File: config.mk
export PLATFORM = sky130hd
export DESIGN_NAME = obstacle_scheduler
export DESIGN_NICKNAME = d
export VERILOG_FILES = /design/src/rtl/flappy_pkg.sv /design/src/rtl/obstacle_scheduler_lfsr16.sv /design/src/rtl/obstacle_scheduler.sv
export SDC_FILE = /design/constraint.sdc
export NUM_CORES = 1
export LEC_CHECK = 0
export BUFFER_PORTS_ARGS = -buffer_cell sky130_fd_sc_hd__buf_2
export CORE_UTILIZATION = 40
export DETAILED_ROUTE_END_ITERATION = 6
export PLACE_DENSITY_LB_ADDON = 0.2
export SLEW_MARGIN = 10
export SYNTH_ARGS = -nofsm -noshare
export SYNTH_HDL_FRONTEND = slang
export SYNTH_SLANG_ARGS = --single-unit
File: constraint.sdc
create_clock -name clk -period 4.8 [get_ports clk]
set_input_delay 0.24 -clock clk [delete_from_list [all_inputs] [get_ports clk]]
set_output_delay 0.24 -clock clk [all_outputs]
set_load 0.02 [all_outputs]
File: src/rtl/flappy_pkg.sv
// Shared constants and the game-state encoding for the flappy obstacle logic.
package flappy_pkg;
    localparam int SCREEN_W               = 640;
    localparam int OBS_WIDTH              = 60;
    localparam int BIRD_STARTING_DISTANCE = 160;
    localparam int NUM_OBS                = 3;
    localparam logic [15:0] LFSR_SEED     = 16'hACE1;

    typedef enum logic [1:0] {
        IDLE = 2'd0,
        RUN  = 2'd1,
        HALT = 2'd2
    } game_state_t;
endpackage

File: src/rtl/obstacle_scheduler_lfsr16.sv
// Free-running 16-bit Fibonacci LFSR (taps 16,14,13,11) used for pipe gap heights.
module lfsr16
    import flappy_pkg::*;
(
    input  logic        clk,
    input  logic        reset,
    output logic [15:0] q
);
    always_ff @(posedge clk or negedge reset) begin
        if (!reset) begin
            q <= LFSR_SEED;
        end else begin
            q <= {q[14:0], q[15] ^ q[13] ^ q[12] ^ q[10]};
        end
    end
endmodule

File: src/rtl/obstacle_scheduler.sv
// Pipe obstacle slots: timed spawning, per-frame scrolling, retirement and bird-pass events,
// governed by the IDLE/RUN/HALT game FSM.
module obstacle_scheduler
    import flappy_pkg::*;
#(
    parameter int SCREEN_W       = flappy_pkg::SCREEN_W,
    parameter int OBS_WIDTH      = flappy_pkg::OBS_WIDTH,
    parameter int BIRD_X         = BIRD_STARTING_DISTANCE,
    parameter int SPAWN_INTERVAL = 90,
    parameter int GAP_MIN        = 80,
    parameter int GAP_BITS       = 7
) (
    input  logic               clk,
    input  logic               reset,
    input  logic               frame_tick,
    input  logic               start,
    input  logic               done,
    input  logic [3:0]         speed,
    output logic [9:0]         obs_right [NUM_OBS],
    output logic [8:0]         gap_top [NUM_OBS],
    output logic [NUM_OBS-1:0] obs_active,
    output logic               pass_valid,
    output logic [1:0]         pass_count,
    output game_state_t        game_state
);
    localparam int               CNT_W       = $clog2(SPAWN_INTERVAL + 1);
    localparam logic [CNT_W-1:0] CNT_MAX     = CNT_W'(SPAWN_INTERVAL);
    localparam logic [9:0]       SPAWN_RIGHT = 10'(SCREEN_W + OBS_WIDTH);
    localparam logic [9:0]       PASS_X      = 10'(BIRD_X);
    localparam logic [8:0]       GAP_BASE    = 9'(GAP_MIN);
    localparam int               SEL_W       = $clog2(NUM_OBS);

    game_state_t        state, state_nxt;
    logic               run_tick, clear_slots;
    logic [15:0]        lfsr_q;
    logic               lfsr_unused;
    logic [CNT_W-1:0]   spawn_cnt, cnt_inc;
    logic               cnt_due, spawn_go, free_found;
    logic [SEL_W-1:0]   spawn_sel;
    logic [NUM_OBS-1:0] passed, retire, pass_hit, free_slot, spawn_here, nxt_act, nxt_passed;
    logic [9:0]         spd;
    logic [9:0]         moved [NUM_OBS];
    logic [9:0]         nxt_right [NUM_OBS];
    logic [8:0]         new_gap;
    logic [1:0]         pass_sum;

    lfsr16 u_lfsr (
        .clk   (clk),
        .reset (reset),
        .q     (lfsr_q)
    );

    assign lfsr_unused = ^lfsr_q[15:GAP_BITS];
    assign new_gap     = GAP_BASE + 9'(lfsr_q[GAP_BITS-1:0]);
    assign spd         = {6'd0, speed};

    always_ff @(posedge clk or negedge reset) begin
        if (!reset) begin
            state <= IDLE;
        end else begin
            state <= state_nxt;
        end
    end

    // done has priority over start, so a simultaneous restart request cannot escape a game over
    always_comb begin
        state_nxt = state;
        case (state)
            IDLE:    if (start) state_nxt = RUN;
            RUN:     if (done) state_nxt = HALT;
            HALT:    if (start && !done) state_nxt = RUN;
            default: state_nxt = IDLE;
        endcase
    end

    always_comb begin
        game_state  = state;
        run_tick    = (state == RUN) && frame_tick;
        clear_slots = (state != RUN) && (state_nxt == RUN);
    end

    assign cnt_inc  = (spawn_cnt == CNT_MAX) ? spawn_cnt : spawn_cnt + 1'b1;
    assign cnt_due  = (cnt_inc == CNT_MAX);
    assign spawn_go = run_tick && cnt_due && free_found;

    // Compare-before-subtract keeps the scroll from wrapping below zero
    for (genvar i = 0; i < NUM_OBS; i++) begin : g_slot
        assign retire[i]     = obs_active[i] && (obs_right[i] <= spd);
        assign moved[i]      = obs_right[i] - spd;
        assign pass_hit[i]   = obs_active[i] && !passed[i] && (obs_right[i] >= PASS_X)
                               && (retire[i] || (moved[i] < PASS_X));
        assign free_slot[i]  = !obs_active[i] || retire[i];
        assign spawn_here[i] = spawn_go && (spawn_sel == SEL_W'(i));
        assign nxt_act[i]    = spawn_here[i] || (obs_active[i] && !retire[i]);
        assign nxt_passed[i] = !spawn_here[i] && (passed[i] || pass_hit[i]);
        assign nxt_right[i]  = spawn_here[i] ? SPAWN_RIGHT :
                               (retire[i] || !obs_active[i]) ? 10'd0 : moved[i];
    end

    // Lowest-index free slot wins; a slot retiring on this tick already counts as free
    always_comb begin
        spawn_sel  = '0;
        free_found = 1'b0;
        for (int i = NUM_OBS - 1; i >= 0; i--) begin
            if (free_slot[i]) begin
                spawn_sel  = SEL_W'(i);
                free_found = 1'b1;
            end
        end
    end

    always_comb begin
        pass_sum = '0;
        for (int i = 0; i < NUM_OBS; i++) begin
            pass_sum = pass_sum + {1'b0, pass_hit[i]};
        end
    end

    always_ff @(posedge clk or negedge reset) begin
        if (!reset) begin
            obs_active <= '0;
            passed     <= '0;
            for (int i = 0; i < NUM_OBS; i++) begin
                obs_right[i] <= '0;
                gap_top[i]   <= '0;
            end
        end else if (clear_slots) begin
            obs_active <= '0;
            passed     <= '0;
            for (int i = 0; i < NUM_OBS; i++) begin
                obs_right[i] <= '0;
                gap_top[i]   <= '0;
            end
        end else if (run_tick) begin
            obs_active <= nxt_act;
            passed     <= nxt_passed;
            for (int i = 0; i < NUM_OBS; i++) begin
                obs_right[i] <= nxt_right[i];
                if (spawn_here[i]) gap_top[i] <= new_gap;
            end
        end
    end

    // A deferred spawn leaves the counter saturated so it fires as soon as a slot frees
    always_ff @(posedge clk or negedge reset) begin
        if (!reset) begin
            spawn_cnt  <= '0;
            pass_valid <= 1'b0;
            pass_count <= '0;
        end else begin
            pass_valid <= run_tick && (pass_sum != 2'd0);
            pass_count <= run_tick ? pass_sum : 2'd0;
            if (clear_slots) begin
                spawn_cnt <= '0;
            end else if (run_tick) begin
                spawn_cnt <= spawn_go ? '0 : cnt_inc;
            end
        end
    end
endmodule
# Word-level counts from Yosys, hierarchy flattened

Index checks and enable logic that the tools add are counted.

Register bits after elaboration: 91
Input bits: 9
Output and inout bits: 65
Word-level logic and storage cells: 134

Add/subtract/negate cells: 7
Magnitude comparators: 9
Equal/unequal tests: 8
Muxes and demuxes: 32
Bitwise gates (word level): 3
Reduce and logical (&&, ||, !) cells: 62

Operators with widths:

| cell                                                        | count |
|---|---|
| 2-to-1 mux 10 bit                                           | 6 |
| 2-to-1 mux 30 bit                                           | 2 |
| 2-to-1 mux 27 bit                                           | 2 |
| >= comparator 10 x 8 -> 1 bit, second input constant        | 3 |
| <= comparator 10 x 4 -> 1 bit                               | 3 |
| less-than comparator 10 x 8 -> 1 bit, second input constant | 3 |
| subtractor 10 x 4 -> 10 bit                                 | 3 |
| 2-to-1 mux 7 bit                                            | 4 |
| logical AND 1 bit                                           | 27 |
| 2-to-1 mux 9 bit                                            | 3 |
| == test 7 bit, second input constant                        | 2 |
| 2-to-1 mux 2 bit                                            | 7 |
| logical NOT 1 bit                                           | 13 |
| logical OR 1 bit                                            | 12 |
| 2-to-1 mux 3 bit                                            | 4 |
| nonzero test 2 bit                                          | 5 |
| adder 7 x 7 -> 8 bit, first input constant                  | 1 |
| adder 7 x 1 -> 7 bit, second input constant                 | 1 |
| == test 2 x 1 -> 1 bit, second input constant               | 3 |
| case mux 2 bit (3 select lines)                             | 1 |
| AND reduction 2 bit                                         | 3 |
| == test 2 bit, second input constant                        | 2 |
| logical NOT 2 bit                                           | 2 |
| 2-to-1 mux 1 bit                                            | 3 |
| 4 further kinds                                             | 6 |

# Logic depth before layout (Yosys ltp)

Gate-level depths: netlist of the first run.

Word-level depth: 12
Gate-level depth with buffers: 13
Depth with buffers taken out: 13

# Modules after synthesis

From an unflattened synthesis of the first run, not the netlist that was laid out.

Cell total of the unflattened synthesis: 499
Area total of the unflattened synthesis: 4848.4 um^2

By module, submodules not included:

| module             | instances | cells an instance | area an instance (um^2) | seq. area each (um^2) |
|---|---|---|---|---|
| obstacle_scheduler | 1         | 480               | 4411.7                  | 1801.7 |
| lfsr16             | 1         | 19                | 436.7                   | 410.4 |

# Least setup slack after synthesis of the first run

No wires, ideal clock.

Path kind: register to register
From: register obs_right[20] in the netlist's numbering
To: register pass_valid
Library setup time: 0.127 ns
Arrival time: 3.230 ns
Data required time: 4.673 ns
Slack: 1.442 ns
Stages on the path, launching flop included: 13
Buffers on the path: 0
Period minus slack after synthesis: 3.358 ns
Path through: dfrtp_1 inv_1 ha_1 fa_1 nor2b_1 a21oi_1 or3b_2 o21ai_0 a22oi_1 nor3_1 fa_1 and3_1 or2_2

Word-level cells in the longest chain between the ends: 8
Elaborated cells on any way between the ends: 12
Those cells by class: add/sub (3); order compare (3); reduce/logical (6)

RTL lines:

| what                                                                         | RTL line                                           | RTL |
|---|---|---|
| start, declared                                                              | obstacle_scheduler.sv:19                           | `output logic [9:0] obs_right [NUM_OBS],` |
| start signal, assigned by index                                              | obstacle_scheduler.sv:138                          | `obs_right[i] <= nxt_right[i];` |
| subtractor 10 x 4 -> 10 bit or <= comparator 10 x 4 -> 1 bit (tied branches) | obstacle_scheduler.sv:89, obstacle_scheduler.sv:88 |  |
| less-than comparator 10 x 8 -> 1 bit or logical AND 1 bit (tied branches)    | obstacle_scheduler.sv:91, obstacle_scheduler.sv:88 |  |
| logical OR 1 bit                                                             | obstacle_scheduler.sv:91                           | `&& (retire[i] \|\| (moved[i] < PASS_X));` |
| logical AND 1 bit (*)                                                        | obstacle_scheduler.sv:91                           |  |
| adder 1 x 1 -> 2 bit (*)                                                     | obstacle_scheduler.sv:115                          | `pass_sum = pass_sum + {1'b0, pass_hit[i]};` |
| adder 2 x 1 -> 2 bit (*)                                                     | obstacle_scheduler.sv:115                          |  |
| nonzero test 2 bit (*)                                                       | obstacle_scheduler.sv:151                          | `pass_valid <= run_tick && (pass_sum != 2'd0);` |
| logical AND 1 bit (*)                                                        | obstacle_scheduler.sv:151                          |  |
| end signal, assigned                                                         | obstacle_scheduler.sv:151                          |  |
| end, declared                                                                | obstacle_scheduler.sv:22                           | `output logic pass_valid,` |

Every way passes the cells marked *; elsewhere a longest branch is shown, timed or not.
A chain may end at the register's enable or synchronous reset.

# Worst setup path in the final report of the first run

Same ends and word-level chain as after synthesis.

==> results.sh, run 1 <==
export IMPL_syn_avg_cell_area_um2=10.1
export IMPL_maxSlewViolCount=0
export IMPL_max_freq_mhz=281
export IMPL_path_max_fanout=5
export IMPL_synthArstFlopShare_pct=100
export IMPL_rows=39
export IMPL_grt_usage_pct=20.6
export IMPL_synth_area_leaders="dfrtp_1, dfstp_2, ha_1"
export IMPL_vias_per_cell=5.52
export IMPL_p_sw_share_pct=31.0
export IMPL_antenna_found_initial=0
export IMPL_die_h_um=110
export IMPL_cts_made_buffers=9
export IMPL_hold_violations=0
export IMPL_cts_sinks=88
export IMPL_p_per_area_nw_per_um2=331
export IMPL_p_leak_nw=2.79
export IMPL_drt_initial_drc_count=275
export IMPL_use_met3_pct=6.17
export IMPL_grt_use_met2_pct=32.5
export IMPL_seq_power_share_pct=43.3
export IMPL_cts_hold_buf=1
export IMPL_grt_max_degree=61
export IMPL_crit_path_start_kind="flop"
export IMPL_cts_reportedPaths_clkPinSlew_ns=0.07
export IMPL_finClkSkew_ns=0.00621
export IMPL_worst_path_most_repeated_cell="fa_1"
export IMPL_grt_use_met1_pct=27.6
export IMPL_setup_tns_ns=0
export IMPL_hp_class="in2reg"
export IMPL_cp_slowest_stage_delay_ns=0.49
export IMPL_cts_root_buf="clkbuf_16"
export IMPL_first_pass_iters=4
export IMPL_clock_path_buffers=2
export IMPL_busiest_layer="met2"
export IMPL_nNetsFinal=564
export IMPL_drv_cap=0
export IMPL_timing_final_crit_share_pct=74.1
export IMPL_end_kind="flop"
export IMPL_dr_total_vias=3778
export IMPL_ys_ff_latch=88
export IMPL_synth_edf_count=0
export IMPL_critical_path_class="reg2reg"
export IMPL_switching_power_mw=0.565
export IMPL_first_global_vias=3607
export IMPL_dp_hpwl_um=7880
export IMPL_stdcell_count=684
export IMPL_synth_top_area_cell="dfrtp_1"
export IMPL_synth_top_cell_area_share_pct=42.8
export IMPL_timing_hold_ws_ns=0.137
export IMPL_dieArea_um2=12100
export IMPL_outcome="finished, final reports clean"
export IMPL_power_mw=1.82
export IMPL_cp_required_ns=5.04
export IMPL_combinationalPowerShare_pct=16.3
export IMPL_initial_utilization_pct=41.0
export IMPL_path_cells="inv_1 -> ha_1 -> fa_1 -> nor2b_1 -> a21oi_1 -> or3b_2 -> o21ai_0 -> a22oi_1 -> nor3_1 -> fa_1 -> and3_1 -> or2_2"
export IMPL_cts_max_level=3
export IMPL_dp_cells=667
export IMPL_clock_latency_ns=0.35
export IMPL_grt_ovfl_total=0
export IMPL_peakVddDrop_uv=285
export IMPL_crit_family="simple AND/OR/NAND/NOR gates"
export IMPL_cts_resized_gates=0
export IMPL_n_antenna_cell=0
export IMPL_synth_common_cells="dfrtp_1, nor2_1, nand2_1"
export IMPL_min_period_ns=3.56
export IMPL_setup_viol=0
export IMPL_grt_pass1_wl_um=18800
export IMPL_intPower_mw=1.26
export IMPL_tightest_slew_ns=1.07
export IMPL_finalWirelength_um=11300
export IMPL_synth_cell_types=73
export IMPL_yosysMostFrequentCell="dfrtp_1"
export IMPL_wl_per_cell_um=16.5
export IMPL_dp_slack_ns=1.19
export IMPL_ant_nets=0
export IMPL_ys_flop_type="dfrtp_1"
export IMPL_coreArea_um2=11400
export IMPL_drc_errors=0
export IMPL_setup_ws_ns=1.24
export IMPL_max_slew_margin_rel_pct=28.5
export IMPL_ys_seq_area_share_pct=47.3
export IMPL_die_x_um=110
export IMPL_drive_above_1_share_pct=23.3
export IMPL_area_delta_synth_final_pct=17.4
export IMPL_crit_arrival_ns=3.79
export IMPL_cts_setup_buffers=0
export IMPL_syn_area_um2=4680
export IMPL_path_buf_inv=1
export IMPL_p_clk_share_pct=40.4
export IMPL_yosysWarnings=0
export IMPL_cp_slowest_cell="fa_1"
export IMPL_io_buffer_count=70
export IMPL_rsz0062_at_grt="no"
export IMPL_tritoncts="built"
export IMPL_pin_count=74
export IMPL_syn_inst=464
export IMPL_place_gp_congestion=0.908
## worst reg2reg max path, delay by kind of cell (launching register included)
family / cells / cell delay (ns)
compound gates: 3 / 0.42
fa+ha+maj: 3 / 1.11
buf+inv: 1 / 0.05
flops: 1 / 0.34
simple gates: 5 / 1.54
## routing by layer
layer	vias to the layer above	part of all wire, %	wire (µm)
met5	-	0	0
met4	0	1.4	153
met3	10	6.7	760
met2	104	46	5170
met1	1829	46	5240
li1	1835	-	-
## cell type report
| cell class | count | area (µm²) |
|---|---|---|
| Timing Repair Buffer | 76 | 400 |
| Tap cell | 143 | 179 |
| Inverter | 17 | 63.8 |
| Sequential cell | 88 | 2210 |
| Clock buffer | 9 | 225 |
| Clock inverter | 7 | 86.3 |
| Multi-Input combinational cell | 344 | 2330 |
| Fill cell | 1093 | 5920 |
## cells in the final DEF (no fill, tap or decap), types with 8 or more instances in the layout
cell,Yosys,layout
a21oi_1,17,17
a22o_1,14,14
buf_2,2,69
clkbuf_16,0,9
dfrtp_1,80,80
dfstp_2,8,8
ha_1,15,15
inv_1,17,17
mux2i_1,17,17
nand2_1,41,41
nor2_1,45,44
nor2b_1,9,9
nor3_1,10,10
o21ai_0,34,34
## stage by stage
step | cell area, µm² | util, %
finish | 5490 | 48.1
global route | 5490 | 48.1
CTS | 5490 | 48.1
detailed placement | 5170 | 45.3
global placement | 5170 | 45.3
floorplan | 4690 | -
## worst paths after layout
kind | start | to | slack (ns) | cells past startpoint
worst max-delay path | obs_right[20]$_DFFE_PN0P_ | pass_valid$_DFF_PN0_ | 1.24 | 12
worst min-delay path | done | game_state[1]$_DFF_PN0_ | 0.14 | 3
min in group asynchronous | reset | obs_right[6]$_DFFE_PN0P_ | 0.35 | 2
max in group asynchronous | reset | obs_right[16]$_DFFE_PN0P_ | 3.36 | 3
worst max register to register | obs_right[20]$_DFFE_PN0P_ | pass_valid$_DFF_PN0_ | 1.24 | 12
worst min register to register | u_lfsr.q[9]$_DFF_PN0_ | u_lfsr.q[10]$_DFF_PN1_ | 0.36 | 0
## flip-flops by register name (all words and copies together) (netlist names)
register,count
game_state,2
gap_top,24
obs_active,3
obs_right,30
pass_count,2
pass_valid,1
passed,3
spawn_cnt,7
u_lfsr.q,16
## power groups by stage
stage                     sequential, mW  clock, mW  combinational, mW
after floorplan                    0.802          0              0.189
after global placement             0.799          0              0.291
after detailed placement           0.801          0              0.299
after CTS                          0.788      0.758              0.300
after global routing               0.792      0.785              0.334
final                              0.788      0.736              0.297
## cells by family (layout without fill, tap and decap cells)
logic type	Yosys count	in the layout	synth area share, %
AO/OA/AOI/OAI	130	130	19.7
XOR/XNOR	9	9	1.69
adder cells (fa/ha/maj)	19	19	5.72
buffers and inverters	34	109	3.18
flip-flops	88	88	47.3
multiplexers	19	19	4.12
other	1	3	0.0802
AND/OR/NAND/NOR	164	164	18.2
No activity file was read; power rests on OpenSTA's default activity.
==> inputs of run 2 (changes only) <==
--- a/config.mk
+++ b/config.mk
@@ -5,6 +5,7 @@
 export SDC_FILE = /design/constraint.sdc
 export NUM_CORES = 1
 export LEC_CHECK = 0
+export ABC_AREA = 1
 export BUFFER_PORTS_ARGS = -buffer_cell sky130_fd_sc_hd__buf_2
 export CORE_UTILIZATION = 40
 export DETAILED_ROUTE_END_ITERATION = 6
==> constraint.sdc (replaced) <==
create_clock -name clk -period 3.56 [get_ports clk]
set_input_delay 0.178 -clock clk [delete_from_list [all_inputs] [get_ports clk]]
set_output_delay 0.178 -clock clk [all_outputs]
set_load 0.02 [all_outputs]
==> run 2 against run 1 <==
The flow now finishes with violations (DRC). Flip-flop and latch count is the same. Via count grew 10%. Cell count grew 19%. Design area grew 2.3%. Critical endpoint unchanged. Area after synthesis grew 3.3%. Largest cell class unchanged. Sequential share of layout area shrank 0.91 points. Largest power group unchanged. Wire length grew 6.4%. Worst hold slack lost 0.043 ns. First-iteration DRC count shrank 17%. Fmax grew 32%.
==> results.sh, run 2 <==
export IMPL_hold_depth=2
export IMPL_area_delta_synth_final_pct=16.3
export IMPL_hp_class="in2reg"
export IMPL_finalWirelength_um=12000
export IMPL_yosysMostFrequentCell="nand2_1"
export IMPL_grt_ovfl_total=0
export IMPL_vias_per_cell=5.08
export IMPL_dp_hpwl_um=8820
export IMPL_final_area_um2=5620
export IMPL_p_per_area_nw_per_um2=427
export IMPL_drt_initial_drc_count=229
export IMPL_cts_setup_buffers=0
export IMPL_min_period_ns=2.70
export IMPL_initial_utilization_pct=41.6
export IMPL_max_freq_mhz=370
export IMPL_ys_ff_latch=88
export IMPL_mostFrequentLayoutCells="nand2_1, dfrtp_1, buf_2"
export IMPL_synth_top_cell_area_share_pct=41.4
export IMPL_max_slew_margin_rel_pct=41.6
export IMPL_grt_pass1_wl_um=20100
export IMPL_layout_commonest_cell="nand2_1"
export IMPL_hp_start="start"
export IMPL_violations="DRC"
export IMPL_coreArea_um2=11600
export IMPL_power_mw=2.40
export IMPL_cp_required_ns=3.83
export IMPL_synth_common_cells="nand2_1, dfrtp_1, inv_1, nand3_1, nor2_1"
export IMPL_synthArstFlopShare_pct=100
export IMPL_rows=39
export IMPL_cts_max_level=3
export IMPL_setup_viol=0
export IMPL_cts_root_buf="clkbuf_16"
export IMPL_stdcell_count=817
export IMPL_rsz0062_at_grt="no"
export IMPL_grt_max_degree=69
export IMPL_ant_nets=0
export IMPL_synth_top_area_cell="dfrtp_1"
export IMPL_first_global_vias=4110
export IMPL_place_gp_congestion=0.915
export IMPL_outcome="finished, violations left"
export IMPL_cts_resized_gates=0
export IMPL_hold_violations=0
export IMPL_peakVddDrop_uv=217
export IMPL_synth_area_leaders="dfrtp_1, nand2_1, nand3_1"
export IMPL_ys_seq_area_share_pct=45.8
export IMPL_largest_register="obs_right"
export IMPL_synth_cell_types=48
export IMPL_r2r_start="obs_right[10]$_DFFE_PN0P_"
export IMPL_tritoncts="built"
export IMPL_r2r_setup_slack_ns=0.86
export IMPL_cts_reportedPaths_clkPinSlew_ns=0.07
export IMPL_synth_edf_count=0
export IMPL_critical_path_class="reg2reg"
export IMPL_hold_end="game_state[0]$_DFF_PN0_"
export IMPL_timing_final_crit_share_pct=75.8
export IMPL_largest_reg_flops=30
export IMPL_maxSlewViolCount=0
export IMPL_dp_cells=800
export IMPL_n_antenna_cell=0
export IMPL_cts_made_buffers=9
export IMPL_ys_flop_type="dfrtp_1"
export IMPL_finClkSkew_ns=0.0123
export IMPL_crit_path_start_kind="flop"
export IMPL_largestRegisters="obs_right x30, gap_top x24, u_lfsr.q x16"
export IMPL_wl_per_cell_um=14.7
export IMPL_setup_tns_ns=0
export IMPL_nNetsFinal=697
export IMPL_die_x_um=112
export IMPL_syn_area_um2=4830
export IMPL_dieArea_um2=12500
export IMPL_tightest_slew_ns=0.876
export IMPL_fill_cells=1120
export IMPL_drc_errors=4
export IMPL_p_leak_nw=3.19
export IMPL_grt_usage_pct=20.4
export IMPL_end_kind="flop"
export IMPL_die_h_um=112
export IMPL_clock_path_buffers=2
export IMPL_pin_count=74
export IMPL_crit_arrival_ns=2.97
export IMPL_drive_above_1_share_pct=18.8
export IMPL_drv_cap=0
export IMPL_clock_latency_ns=0.35
export IMPL_first_pass_iters=6
export IMPL_antenna_found_initial=0
export IMPL_io_buffer_count=70
export IMPL_rr_endpoint="pass_valid$_DFF_PN0_"
export IMPL_yosysWarnings=0
export IMPL_timing_hold_ws_ns=0.0944
export IMPL_dpl_cell_area_um2=5330
export IMPL_syn_inst=594
export IMPL_cts_sinks=88
export IMPL_syn_avg_cell_area_um2=8.14
export IMPL_path_max_fanout=3
export IMPL_dr_total_vias=4154
export IMPL_r2r_cells=16
==> run 2: changes by cell type after synthesis, sizes merged, moves of 12 or more <==
cell,delta
nand3,+66
mux2i,-17
inv,+53
nand2,+135
a22o,-12
==> run 2: worst max path at each step <==
stage / start / endpoint / slack, ns / cells after the start
final: obs_right[10]$_DFFE_PN0P_ / pass_valid$_DFF_PN0_ / 0.86 / 16
after global routing: obs_right[10]$_DFFE_PN0P_ / pass_valid$_DFF_PN0_ / 0.58 / 16
after CTS: obs_right[10]$_DFFE_PN0P_ / pass_valid$_DFF_PN0_ / 0.84 / 16
after detailed placement: obs_right[10]$_DFFE_PN0P_ / pass_valid$_DFF_PN0_ / 0.86 / 16
after global placement: obs_right[20]$_DFFE_PN0P_ / pass_valid$_DFF_PN0_ / 0.90 / 15
after floorplan: obs_right[20]$_DFFE_PN0P_ / pass_valid$_DFF_PN0_ / 0.94 / 15
==> run 2: cells by family after synthesis <==
| family | after synthesis | share of synthesized area [%] |
|---|---|---|
| compound gates | 63 | 8.13 |
| other cells | 1 | 0.0776 |
| simple gates | 323 | 30.4 |
| flops | 88 | 45.8 |
| fa+ha+maj | 19 | 5.54 |
| buf+inv | 85 | 7.35 |
| xor+xnor | 15 | 2.72 |
==> run 2: per-layer routing <==
layer  global-route usage (%)  up-vias  part of all wire (%)
li1                         -     2086                     -
met1                     27.5     1955                    47
met2                     32.8       89                    46
met3                     2.78       24                   3.8
met4                     9.16        0                   2.6
met5                        0        -                     0
==> run 2: final cells by class <==
| type | count | area (µm²) | share of cell area, % |
|---|---|---|---|
| Multi-Input combinational cell | 423 | 2280 | 40.6 |
| Sequential cell | 88 | 2210 | 39.4 |
| Timing Repair Buffer | 75 | 393 | 6.99 |
| Inverter | 72 | 273 | 4.85 |
| Clock buffer | 9 | 225 | 4.01 |
| Tap cell | 143 | 179 | 3.18 |
| Clock inverter | 7 | 60.1 | 1.07 |
==> run 2: timing repair <==
| item | 4_1_cts | 5_1_grt |
|---|---|---|
| endpoints found under the hold margin | 29 | 0 |
| setup endpoints to repair | 0 | 0 |
| hold buffers | 1 | 0 |
==> run 2: worst max-delay path, cell delays in order (launching register included) <==
cell and delay, ns:
dfrtp_1 0.38, inv_1 0.07, ha_1 0.13, inv_1 0.06
fa_1 0.41, nand3_1 0.11, nand2_1 0.11, nor2_1 0.13
xor2_1 0.20, nor2_1 0.07, nand2_1 0.05, nand2_1 0.05
nand2_1 0.08, inv_1 0.07, fa_1 0.53, inv_1 0.05
a21oi_1 0.13
==> run 2: stage by stage <==
step           setup slack [ns]  utilization [%]
2_1_floorplan             0.942                -
3_3_place_gp              0.898             45.9
3_5_place_dp              0.857             45.9
4_1_cts                   0.836             48.4
5_1_grt                   0.577             48.4
6_report                  0.860             48.4
==> run 2: where the power goes <==
group	total (mW)	switching [mW]	internal [mW]
sequential	1.07	0.0406	1.03
clock	0.927	0.439	0.489
combinational	0.401	0.297	0.104
total	2.40	0.776	1.62
